File: src/rtl/ff256_mult_vec_wb.sv
// rtl/ff256_mult_vec_wb.sv - Wishbone GF(2^8) vector multiplier with per-lane run-time constants.
// Optional interrupt output and CTRL[3] irq_en enabled by defining FF256_MV_IRQ_EN.
module ff256_mult_vec_wb #(
    parameter int         N_WORDS    = 2,
    parameter int         BUS_WIDTH  = 3,
    parameter int         DATA_WIDTH = 32,
    parameter int         BE_WIDTH   = 4,
    parameter logic [7:0] POLY       = 8'h1B
) (
    input  logic                  clk,
    input  logic                  reset,
    input  logic [BUS_WIDTH-1:0]  adr_i,
    input  logic [DATA_WIDTH-1:0] data_i,
    output logic [DATA_WIDTH-1:0] data_o,
    input  logic                  we_i,
    input  logic [BE_WIDTH-1:0]   sel_i,
    input  logic                  stb_i,
    output logic                  ack_o,
    input  logic                  cyc_i
`ifdef FF256_MV_IRQ_EN
    ,
    output logic                  irq_o
`endif
);
    localparam int LANES    = 4 * N_WORDS;
    localparam int CTRL_ADR = 3 * N_WORDS;

    typedef enum logic {IDLE, RUN} state_t;

    state_t                      state_q, state_d;
    logic [2:0]                  count_q, count_d;
    logic [N_WORDS-1:0][31:0]    a_q, a_d;
    logic [N_WORDS-1:0][31:0]    b_q, b_d;
    logic [N_WORDS-1:0][31:0]    r_q, r_d;
    logic [LANES-1:0][7:0]       acc_q, acc_d;
    logic                        done_q, done_d;
    logic                        ack_q, ack_d;
    logic [31:0]                 data_q, data_d;
`ifdef FF256_MV_IRQ_EN
    logic                        irq_en_q, irq_en_d;
    logic                        irq_q, irq_d;
`endif

    logic [LANES-1:0][7:0]       a_lanes, b_lanes;
    logic                        access, wr, busy, start, ctrl_hit, irq_en_rd;
    logic [31:0]                 adr_ext, rd_val;

    assign a_lanes = a_q;
    assign b_lanes = b_q;

    // One MSB-first Horner step: multiply accumulator by x, reduce, add B if the A bit is set.
    function automatic logic [7:0] gf_step(input logic [7:0] acc, input logic [7:0] b,
                                           input logic abit);
        return {acc[6:0], 1'b0} ^ (acc[7] ? POLY : 8'h00) ^ (abit ? b : 8'h00);
    endfunction

    always_comb begin
        state_d = state_q;
        count_d = count_q;
        a_d     = a_q;
        b_d     = b_q;
        r_d     = r_q;
        acc_d   = acc_q;
        done_d  = done_q;
        data_d  = data_q;
`ifdef FF256_MV_IRQ_EN
        irq_en_d  = irq_en_q;
        irq_en_rd = irq_en_q;
`else
        irq_en_rd = 1'b0;
`endif
        access   = cyc_i & stb_i & ~ack_q;
        wr       = access & we_i;
        busy     = (state_q == RUN);
        adr_ext  = 32'(adr_i);
        ctrl_hit = (adr_ext == 32'(CTRL_ADR));
        start    = wr & ctrl_hit & sel_i[0] & data_i[0] & ~busy;

        rd_val = 32'h0;
        for (int w = 0; w < N_WORDS; w++) begin
            if (adr_ext == 32'(w))             rd_val = a_q[w];
            if (adr_ext == 32'(N_WORDS + w))   rd_val = b_q[w];
            if (adr_ext == 32'(2*N_WORDS + w)) rd_val = r_q[w];
        end
        if (ctrl_hit) rd_val = {28'h0, irq_en_rd, done_q, busy, 1'b0};

        ack_d = access;
        if (access) data_d = rd_val;

        // Operands are frozen while the engine runs.
        if (wr && !busy) begin
            for (int w = 0; w < N_WORDS; w++) begin
                for (int bt = 0; bt < 4; bt++) begin
                    if (sel_i[bt] && adr_ext == 32'(w))
                        a_d[w][8*bt +: 8] = data_i[8*bt +: 8];
                    if (sel_i[bt] && adr_ext == 32'(N_WORDS + w))
                        b_d[w][8*bt +: 8] = data_i[8*bt +: 8];
                end
            end
        end

        if (wr && ctrl_hit && sel_i[0]) begin
            if (data_i[2]) done_d = 1'b0;
`ifdef FF256_MV_IRQ_EN
            irq_en_d = data_i[3];
`endif
        end

        case (state_q)
            IDLE: begin
                if (start) begin
                    state_d = RUN;
                    count_d = 3'd0;
                    acc_d   = '0;
                    done_d  = 1'b0;
                end
            end
            RUN: begin
                for (int k = 0; k < LANES; k++)
                    acc_d[k] = gf_step(acc_q[k], b_lanes[k], a_lanes[k][3'd7 - count_q]);
                count_d = count_q + 3'd1;
                if (count_q == 3'd7) begin
                    r_d     = acc_d;
                    done_d  = 1'b1;
                    state_d = IDLE;
                end
            end
            default: state_d = IDLE;
        endcase

`ifdef FF256_MV_IRQ_EN
        irq_d = done_d & irq_en_d;
`endif
    end

    always_ff @(posedge clk) begin
        if (reset) begin
            state_q  <= IDLE;
            count_q  <= 3'd0;
            a_q      <= '0;
            b_q      <= '0;
            r_q      <= '0;
            acc_q    <= '0;
            done_q   <= 1'b0;
            ack_q    <= 1'b0;
            data_q   <= 32'h0;
`ifdef FF256_MV_IRQ_EN
            irq_en_q <= 1'b0;
            irq_q    <= 1'b0;
`endif
        end else begin
            state_q  <= state_d;
            count_q  <= count_d;
            a_q      <= a_d;
            b_q      <= b_d;
            r_q      <= r_d;
            acc_q    <= acc_d;
            done_q   <= done_d;
            ack_q    <= ack_d;
            data_q   <= data_d;
`ifdef FF256_MV_IRQ_EN
            irq_en_q <= irq_en_d;
            irq_q    <= irq_d;
`endif
        end
    end

    assign data_o = data_q;
    assign ack_o  = ack_q;
`ifdef FF256_MV_IRQ_EN
    assign irq_o  = irq_q;
`endif

endmodule

File: config.mk
export PLATFORM = sky130hd
export DESIGN_NAME = ff256_mult_vec_wb
export DESIGN_NICKNAME = d
export VERILOG_FILES = /design/src/rtl/ff256_mult_vec_wb.sv
export SDC_FILE = /design/constraint.sdc
export NUM_CORES = 1
export LEC_CHECK = 0
export CAP_MARGIN = 20
export CORE_ASPECT_RATIO = 1.4
export CORE_MARGIN = 1
export CORE_UTILIZATION = 60
export CTS_CLUSTER_DIAMETER = 120
export CTS_CLUSTER_SIZE = 10
export DETAILED_ROUTE_END_ITERATION = 12
export PLACE_DENSITY = 0.8
export SYNTH_ARGS = -nofsm -noshare
export SYNTH_HDL_FRONTEND = slang
export SYNTH_SLANG_ARGS = --single-unit
File: constraint.sdc
create_clock -name clk -period 2.6 [get_ports clk]
set_input_delay 0.52 -clock clk [delete_from_list [all_inputs] [get_ports clk]]
set_output_delay 0.52 -clock clk [all_outputs]
set_load 0.05 [all_outputs]
# ---- Yosys cells after proc, flatten, opt, wreduce, memory -nomap -nowiden
# Index checks and enable logic that the tools add are counted.
dict set report totals {
  ff_bits 294
  in_bits 44
  out_inout_bits 33
  word_cells 156
}
dict set report classes {
  n_addsub 2
  n_lt_le_gt_ge 1
  eq_ne 8
  muxes 51
  n_bitwise 25
  n_reduce_logical 38
}
# operator count
set ops {}
lappend ops {{2-to-1 mux 32 bit} 7}
lappend ops {{one-hot mux 64 bit (2 select lines)} 1}
lappend ops {{2-to-1 mux 64 bit} 1}
lappend ops {{2-to-1 mux 8 bit} 8}
lappend ops {{XOR 8 x 5 -> 8 bit} 8}
lappend ops {{XOR 8 bit} 8}
lappend ops {{2-to-1 mux 5 bit} 8}
lappend ops {{AND reduction 2 bit} 17}
lappend ops {{binary-select mux 1 bit (select 3 bit)} 8}
lappend ops {{logical AND 1 bit} 19}
lappend ops {{2-to-1 mux 1 bit} 14}
lappend ops {{equality test 3 bit (second input constant)} 4}
lappend ops {{AND 1 bit} 7}
lappend ops {{equality test 3 x 2 -> 1 bit (second input constant)} 2}
lappend ops {{one-hot mux 3 bit (2 select lines)} 1}
lappend ops {{< comparator 3 x 4 -> 1 bit (second input constant)} 1}
lappend ops {{one-hot mux 1 bit (2 select lines)} 2}
lappend ops {{adder 3 x 1 -> 3 bit (second input constant)} 1}
lappend ops {{equality test 3 x 1 -> 1 bit (second input constant)} 1}
lappend ops {{logical NOT 3 bit} 1}
lappend ops {{2-to-1 mux 3 bit} 1}
lappend ops {{subtractor 3 bit (first input constant)} 1}
lappend ops {{inequality test 2 bit (second input constant)} 1}
lappend ops {{NOT 1 bit} 2}
lappend ops {{logical NOT 1 bit} 1}

# ---- Longest topological paths before layout
# Gate-level depths: netlist (run 1).
dict set report logic_depth {
  depth_word 9
  ltp_mapped 8
  mapped_depth_nobuf 4
}

# ---- Worst setup path after synthesis (run 1)
# No wires, ideal clock.
dict set report synth_timing {
  kind {input-to-reg}
  start {in adr_i[1]}
  end {reg data_q[31], in the netlist data_o[31]}
  setup_time_ps 128
  arrival_ps 1923
  required_time_ps 2472
  slack_ps 549
  cell_stages 7
  n_path_buf 4
  path_cell_list {clkbuf_1 clkbuf_1 buf_2 buf_1 o221ai_1 a32oi_1 nor2_1}
}
dict set report synth_between {
  elab_chain_cells 8
  elab_cells_between_ends 14
  classes_between {6 x eq/ne; 7 x mux; 1 x reduce/logical}
}
# item line
set synth_rtl {}
lappend synth_rtl {{start, declared} 12} ;# input logic [BUS_WIDTH-1:0] adr_i,
lappend synth_rtl {{logical NOT 3 bit} 81} ;# if (adr_ext == 32'(w)) rd_val = a_q[w];
lappend synth_rtl {{2-to-1 mux 32 bit} 81}
lappend synth_rtl {{2-to-1 mux 32 bit} 82} ;# if (adr_ext == 32'(N_WORDS + w)) rd_val = b_q[w];
lappend synth_rtl {{2-to-1 mux 32 bit} 83} ;# if (adr_ext == 32'(2*N_WORDS + w)) rd_val = r_q[w];
lappend synth_rtl {{2-to-1 mux 32 bit} 81}
lappend synth_rtl {{2-to-1 mux 32 bit} 82}
lappend synth_rtl {{2-to-1 mux 32 bit} 83}
lappend synth_rtl {{2-to-1 mux 32 bit (*)} 85} ;# if (ctrl_hit) rd_val = {28'h0, irq_en_rd, done_q, busy, 1'b0};
lappend synth_rtl {{end signal, assigned} 160} ;# data_q <= data_d;
lappend synth_rtl {{end, declared} 38} ;# logic [31:0] data_q, data_d;
# Every way passes the cells marked *; elsewhere a longest branch is shown, timed or not.
# A chain may end at the register's enable or synchronous reset.

# ---- Worst setup path after layout (run 1)
dict set report layout_timing {
  start {reg count_q[0]}
  end {reg r_q[26] in the netlist's numbering}
}
dict set report layout_between {
  elab_chain_cells 5
  elab_cells_between_ends 7
  classes_between {1 x add/sub; 1 x eq/ne; 3 x mux; 1 x bitwise; 1 x reduce/logical}
}
# item line
set layout_rtl {}
lappend layout_rtl {{start, declared} 31} ;# logic [2:0] count_q, count_d;
lappend layout_rtl {{start signal, assigned} 153} ;# count_q <= count_d;
lappend layout_rtl {{subtractor 3 bit} 120} ;# acc_d[k] = gf_step(acc_q[k], b_lanes[k], a_lanes[k][3'd7 - count_q]);
lappend layout_rtl {{binary-select mux 1 bit (select 3 bit)} 120}
lappend layout_rtl {{2-to-1 mux 1 bit (not written as such)} 120}
lappend layout_rtl {{2-to-1 mux 8 bit} 54} ;# return {acc[6:0], 1'b0} ^ (acc[7] ? POLY : 8'h00) ^ (abit ? b : 8'h00);
lappend layout_rtl {{XOR 8 bit} 54}
lappend layout_rtl {{end signal, assigned} 156} ;# r_q <= r_d;
lappend layout_rtl {{end, declared} 34} ;# logic [N_WORDS-1:0][31:0] r_q, r_d;
# Parallel ways exist; a longest one is shown, timed or not. The select of a mux whose other input is x is not followed.

==> results of run 1 <==
## power breakdown
group / internal (uW) / switching [uW] / leakage (uW) / total [uW]
combinational: 209 / 410 / 0.00434 / 619
clock: 2490 / 1770 / 0.000460 / 4260
sequential: 4530 / 21.6 / 0.00237 / 4550
total: 7230 / 2200 / 0.00717 / 9430
## through the flow
stage / cell area (um2) / setup slack (ps) / total power, uW / utilization [%] / hold slack (ps)
2_1_floorplan: 14900 / 549 / 4980 / - / 429
3_3_place_gp: 16000 / 215 / 5250 / 66.1 / 431
3_5_place_dp: 16000 / 153 / 5250 / 66.1 / 433
4_1_cts: 17000 / 259 / 9450 / 70.0 / 289
5_1_grt: 17000 / 12.0 / 9660 / 70.0 / 306
6_report: 17000 / 277 / 9430 / 70.0 / 298
## layout make-up
type | instances | area [um2]
diodes | 2 | 5.00
clock buffers | 37 | 926
clock inverters | 1 | 8.76
fillers | 1833 | 7260
inverters | 45 | 169
multi-input cells | 1220 | 8330
flip-flops and latches | 294 | 5890
well taps | 310 | 388
repair buffers | 132 | 1250
## critical path: stages (launching register included)
cell	delay, ps
dfxtp_1	320
buf_4	250
mux4_2	630
mux2i_1	600
o21ai_0	160
a311oi_1	260
## final timing paths
| path | slack [ps] | endpoint | cells after the start |
|---|---|---|---|
| worst max-delay path | 280 | r_q[26]$_SDFFE_PP0P_ | 5 |
| worst min register to register | 440 | data_o[12]$_SDFFE_PP0N_ | 2 |
| worst min-delay path | 300 | r_q[34]$_SDFFE_PP0P_ | 2 |
| worst max register to register | 280 | r_q[26]$_SDFFE_PP0P_ | 5 |
## metal layers
| metal | up-vias | part of all wire (%) | track usage (%) |
|---|---|---|---|
| li1 | 6209 | - | - |
| met1 | 6374 | 41 | 42.5 |
| met2 | 550 | 47 | 54.3 |
| met3 | 132 | 6.9 | 4.55 |
| met4 | 0 | 4.7 | 16.0 |
| met5 | - | 0 | 0 |
## cell families after synthesis
group | Yosys count
and+or+nand+nor | 585
AOI/OAI and AO/OA | 373
DFF | 294
muxes | 235
buffers and inverters | 174
xor gates and xnor gates | 25
adders and majority gates | 2
## sequential cells by signal, indices dropped and copies added, names as in the netlist
register / cells
busy: 1
a_lanes: 64
count_q: 3
data_o: 32
ack_o: 1
acc_q: 64
r_q: 64
done_q: 1
b_lanes: 64
## Yosys cell counts, types with 6 or more instances
library cell and number:
a211oi_1 15, a21o_1 48, a21oi_1 47, a221o_1 6, a311oi_1 40, a32o_1 24
a32oi_1 45, buf_1 9, buf_2 10, buf_6 9, clkbuf_1 97, dfxtp_1 294
inv_1 44, mux2_2 54, mux2i_1 163, mux4_1 7, mux4_2 9, nand2_1 147
nand3_1 93, nand3b_1 43, nor2_1 200, nor2b_1 28, nor3_1 20, o2111ai_1 7
o211a_1 7, o211ai_1 14, o21ai_0 89, o21ai_1 10, o221ai_1 10, or3_1 40
xor2_1 24
==> results.json, run 1 <==
{
  "grt.overflow.total": 0,
  "dieArea_um2": 25500,
  "cts_made_buffers": 35,
  "startpoint_type": "register",
  "ys_top_cells_by_area": "dfxtp_1, mux2i_1, nor2_1",
  "synth_cell_types": 54,
  "dp_cells": 2001,
  "syn_nets": 1734,
  "synth_seq_cells": 294,
  "required_ps": 3020,
  "clock-root-buffer": "clkbuf_16",
  "synth_area_per_cell_um2": 8.85,
  "fin_cells": 2041,
  "grt_max_degree": 123,
  "fmax_mhz": 431,
  "grt_usage_pct": 33.1,
  "clk_pin_slew_ps": 50,
  "fp.dieH_um": 189,
  "syn2layout_area_growth_pct": 13.6,
  "wl_um": 42100,
  "gp_congestion": 0.873,
  "ir_drop_uv": 468,
  "drc": 0,
  "ant_nets": 0,
  "cap_violations": 0,
  "finClkSkew_ps": 10.1,
  "grt_pass1_wl_um": 66900,
  "yosys.area_share.adder_pct": 0.168,
  "synth_xor_area_share_pct": 1.47,
  "port_buffers": 76,
  "netlist.area_leader.share_pct": 39.4,
  "slew_viol_final": 0,
  "post_cts_resized": 0,
  "critPathMaxFanout": 11,
  "vias": 13265,
  "final_cell_mix": "dfxtp_1, nor2_1, mux2i_1",
  "ys_seq_area_share_pct": 39.4,
  "synth.cell_area_um2": 14900,
  "ctsHoldBuffers": 0,
  "relSlewSlack_pct": 34.4,
  "tns_ps": 0,
  "avgRoutedWirePerCell_um": 20.6,
  "nNetsFinal": 1774,
  "yosys.area.top_type": "dfxtp_1",
  "cts_buffer_depth": 3,
  "synth_flop_cell": "dfxtp_1",
  "h-tree-depth": 2,
  "syn_inst": 1688,
  "r2r_start": "count_q[0]$_SDFFE_PP0P_",
  "worst_pin_slew_ps": 970,
  "grt_pass1_vias": 12518,
  "synth_edf_count": 0,
  "path_class": "register to register",
  "layout_commonest_cell": "dfxtp_1",
  "coreArea_um2": 24200,
  "rows": 67,
  "dp_hpwl_um": 28000,
  "via_per_inst": 6.50,
  "hold_class": "input pin to register",
  "postCtsSetupBuffers": 0,
  "drive_gt1_share_pct": 9.83,
  "crit_arrival_ps": 2740,
  "cts_tree": "built",
  "finalCritPeriodShare_pct": 89.3,
  "grt_setup_unrepaired": "false",
  "finalHoldViolCount": 0,
  "p_leak_uw": 0.00717,
  "min_period_ps": 2320,
  "clock-sinks": 294,
  "hold_start": "reset",
  "status": "finished, final reports clean",
  "antenna_found_initial": 2,
  "powerDensity_nw_per_um2": 556,
  "synth-compound-area-share_pct": 17.8,
  "synth_async_sr_flop_share_pct": 0,
  "synth_top_family_by_area": "simple AND/OR/NAND/NOR gates",
  "synth-simple-area-share_pct": 18.3,
  "worst_setup_path_end_kind": "register",
  "drtIter0Drc": 1230,
  "firstDrtPassIters": 6,
  "start_util_pct": 61.6,
  "finalSetupViolations": 0,
  "startpoint": "count_q[0]$_SDFFE_PP0P_",
  "boundaryPins": 77,
  "synth_mux_area_share_pct": 17.8,
  "yosys_warnings": 0,
  "die-width_um": 135,
  "insertion_delay_ps": 510
}
Power figures use the tool's default switching activity.
==> inputs of run 2 (changes only) <==
- CELL_PAD_IN_SITES_DETAIL_PLACEMENT: not set -> 1
- CELL_PAD_IN_SITES_GLOBAL_PLACEMENT: not set -> 1
- CORE_UTILIZATION: 60 -> 47
- CTS_CLUSTER_DIAMETER: 120 -> 200
- PLACE_DENSITY: 0.8 -> not set
- PLACE_DENSITY_LB_ADDON: not set -> 0.1
==> run 2 against run 1 <==
Net effect:
- clock-buffer cell count did not move
- via count rose by 0.22%
- first-iteration DRC count fell by 35%
- wire length rose by 14%
- cell count rose by 4.5%
- register-to-register slack barely moved
- combinational power rose by 4.7%
- the flow now finishes with violations (design-rule violations)
- worst hold slack improved by 100 ps
- sequential share of layout area fell by 0.43 points
- utilization fell by 15 points
- non-clock buffer count rose by 14
==> results.json, run 2 (synthesis gave the netlist of run 1 again) <==
{
  "firstDrtPassIters": 9,
  "clock-root-buffer": "clkbuf_16",
  "min_period_ps": 2330,
  "hold_class": "input pin to register",
  "required_ps": 3030,
  "h-tree-depth": 2,
  "boundaryPins": 77,
  "powerDensity_nw_per_um2": 556,
  "coreArea_um2": 31000,
  "fillerInstances": 3585,
  "layout_commonest_cell": "dfxtp_1",
  "startpoint_type": "register",
  "insertion_delay_ps": 530,
  "dp_hpwl_um": 33000,
  "crit_arrival_ps": 2770,
  "avgRoutedWirePerCell_um": 22.5,
  "clock-sinks": 294,
  "grt.overflow.total": 0,
  "via_per_inst": 6.23,
  "critPathMaxFanout": 14,
  "fmax_mhz": 429,
  "cts_buffer_depth": 3,
  "post_cts_resized": 0,
  "finalSetupViolations": 0,
  "finalCritPeriodShare_pct": 89.7,
  "cts_made_buffers": 35,
  "finClkSkew_ps": 19.6,
  "start_util_pct": 48.2,
  "path_class": "register to register",
  "ir_drop_uv": 331,
  "grt_usage_pct": 29.6,
  "relSlewSlack_pct": 35.1,
  "grt_pass1_vias": 13189,
  "postCtsSetupBuffers": 0,
  "port_buffers": 76,
  "rows": 76,
  "p_leak_uw": 0.00723,
  "fp.dieH_um": 213,
  "nNetsFinal": 1788,
  "slew_viol_final": 0,
  "drc": 7,
  "dp_cells": 2095,
  "clk_pin_slew_ps": 50,
  "finalHoldViolCount": 0,
  "grt_max_degree": 98,
  "grt_setup_unrepaired": "false",
  "fin_cells": 2133,
  "tns_ps": 0,
  "grt_pass1_wl_um": 75000,
  "diodes": 0,
  "hold_slack_ps": 398,
  "final_cell_mix": "dfxtp_1, nor2_1, mux2i_1",
  "vias": 13294,
  "cap_violations": 0,
  "drtIter0Drc": 804,
  "drive_gt1_share_pct": 10.6,
  "antenna_found_initial": 0,
  "die-width_um": 153,
  "cts_tree": "built",
  "dieArea_um2": 32500,
  "syn2layout_area_growth_pct": 15.0,
  "worst_pin_slew_ps": 965,
  "status": "complete, but fails checks",
  "ant_nets": 0,
  "gp_congestion": 0.802,
  "violations": "design-rule violations",
  "wl_um": 48100,
  "worst_setup_path_end_kind": "register",
  "ctsHoldBuffers": 0
}
## run 2: cell type report
cell class	instances	area [um2]	area share, %
clock inverter	1	8.76	0.0510
sequential	294	5890	34.3
timing repair buffer	146	1370	7.95
multi-input combinational	1220	8330	48.5
inverter	45	169	0.983
tap	390	488	2.84
clock buffer	37	926	5.39
## run 2: power by group
group | switching [uW] | internal, uW
Clock | 1850 | 2500
Combinational | 435 | 213
Sequential | 22.0 | 4530
Total | 2310 | 7240
## run 2: metal layers
layer / vias to the layer above / track usage, % / wire, um
met1: 6728 / 37.3 / 21300
li1: 6237 / - / -
met4: 0 / 11.3 / 1500
met3: 99 / 3.21 / 1580
met5: - / 0 / 0
met2: 230 / 52.1 / 23700
## run 2: worst max-delay path, cell delays in order, from the launching register on
cell	delay [ps]
dfxtp_1	380
buf_12	200
mux4_2	630
mux2i_1	560
o21ai_0	180
a311oi_1	280
## run 2: path summary, 6_finish.rpt
check                     startpoint                       end  slack [ps]  depth (start not counted)
max          count_q[0]$_SDFFE_PP0P_      r_q[50]$_SDFFE_PP0P_         270                          5
max reg2reg  count_q[0]$_SDFFE_PP0P_      r_q[50]$_SDFFE_PP0P_         270                          5
min reg2reg  data_o[11]$_SDFFE_PP0N_   data_o[11]$_SDFFE_PP0N_         440                          2
min                            reset  b_lanes[53]$_SDFFE_PP0P_         400                          2
## run 2: stage by stage
stage	worst slack [ps]	cell area [um2]	total power, uW	util [%]
after floorplan	549	14900	4980	-
after global placement	146	16200	5280	52.4
after detailed placement	126	16200	5290	52.4
after CTS	249	17200	9620	55.4
after global routing	111	17200	9820	55.4
final	267	17200	9550	55.4
==> edit, RTL diff (flow settings as in run 2) <==
Make the reset (`reset`) asynchronous in one clocked block.
--- a/src/rtl/ff256_mult_vec_wb.sv
+++ b/src/rtl/ff256_mult_vec_wb.sv
@@ -133,7 +133,7 @@
 `endif
     end
 
-    always_ff @(posedge clk) begin
+    always_ff @(posedge clk or posedge reset) begin
         if (reset) begin
             state_q  <= IDLE;
             count_q  <= 3'd0;
Behaviour: differs if reset is asserted again (counterexample within 4 cycles, from zero or initial values and one cycle with reset high); with reset held inactive, the same outputs for 4 cycles.
==> edit against run 2 <==
Synthesized cell count fell by 31%; design area shrank 3.4%; area after synthesis fell by 5.3%; sequential cell count unchanged; wire length down 16%; final cell count shrank 23%; via count is 26% lower; setup slack got worse by 3.6 ps; sequential share of layout area up 10 points; utilization is 1.2 points higher.
Power is not compared: it rests on default switching activity, and its combinational part moved more than twofold at a synthesized area within 25%.
==> edit: results (changes against run 2) <==
yosysUniqueCellTypes: 42  # -22%
gr-usage-met2_pct: 47.4  # -4.7 points
grt_pass1_wl_um: 64900  # -14%
grt_max_degree: 84  # -14%
met3_usage_pct: 3.58  # +0.38 points
worst_path_max_delay_cell: "clkdlybuf4s50_1"
status: "finished clean"
fillerInstances: 2924  # -18%
drt_iter0_drc: 427  # -47%
grt_use_total_pct: 27.5  # -2.1 points
crit_arrival_ps: 1820  # -950 ps
crit_family: "buffers and inverters"
avgSynthCellArea_um2: 12.2  # +38%
drive_gt1_share_pct: 27.7  # +17 points
synth_common_cells: "dfrtp_1, mux2_2, nand2_1"
syn_nets: 1206  # -30%
synthXorXnorAreaFrac_pct: 5.45  # +4.0 points
met1_usage_pct: 35.3  # -2.1 points
gp_congestion: 0.839  # +4.7%
tightest_slew_ps: 867  # -97.8 ps
muxShareOfSynthArea_pct: 18.8  # +0.95 points
stdcell_count: 1634  # -23%
hold_path.class: "primary input to async pin"
skew_ps: 22.2  # +2.65 ps
fin_nets: 1298  # -27%
async_reset_ff_share_pct: 100  # +100 points
dr_total_vias: 9810  # -26%
worstPathMaxFanout: 2  # -12
synth-adder-area-share_pct: 0.177  # +0.0094 points
## edit: cell types whose count changed in the layout (fill, tap and decap cells not counted), sizes merged, moves of 41 or more
cell and change:
dfxtp -294, a21o -48, nor2 -183, mux2 +143
dfrtp +294, a32oi -45, mux2i -163, inv -41
a22o +60, nand3b -41, nand3 -89, xnor2 +57
## edit: cell families (layout without fill, tap and decap cells)
kind of cell	after synthesis	after routing
compound gates	263	263
simple gates	210	210
fa+ha+maj	2	2
flops	294	294
buf+inv	88	182
xor+xnor	88	88
mux	215	215
## edit: metrics by stage
step / setup slack [ps] / hold slack [ps] / util [%] / instance area (um2) / setup TNS [ps]
after floorplan: -1820 / 441 / - / 14100 / -536000
after global placement: 64.5 / 459 / 53.3 / 15600 / 0
after detailed placement: 31.7 / 471 / 53.4 / 15700 / 0
after CTS: 241 / 475 / 56.6 / 16600 / 0
after global routing: 217 / 515 / 56.6 / 16600 / 0
final: 263 / 479 / 56.6 / 16600 / 0
## edit: area by class of cell
class                      count  area share [%]
clock inverter                 1          0.0528
timing repair buffer         139            8.16
sequential                   294            44.3
tap                          380            2.86
clock buffer                  38            5.60
inverter                       4           0.113
multi-input combinational    778            38.9
## edit: worst paths after layout
kind	slack, ps	start	endpoint
max in group asynchronous	1510	reset	acc_q[63]
max reg2reg	330	count_q[0]	acc_q[39]
max	260	data_o[2]	data_o[2]
min reg2reg	480	data_o[25]	data_o[25]
min	480	reset	r_q[17]
min in group clk	480	data_o[25]	data_o[25]
## edit: worst reg2reg max path, stage by stage (launching register included)
cell	delay, ps
dfrtp_1	390
buf_4	250
mux4_1	630
mux2_4	350
nand2_1	100
xor2_1	290
o2bb2ai_1	110
## edit: routing by layer
layer	up-vias	wire, um
met5	-	0
met4	0	1270
met3	71	1260
met2	207	20700
met1	5111	17000
li1	4421	-
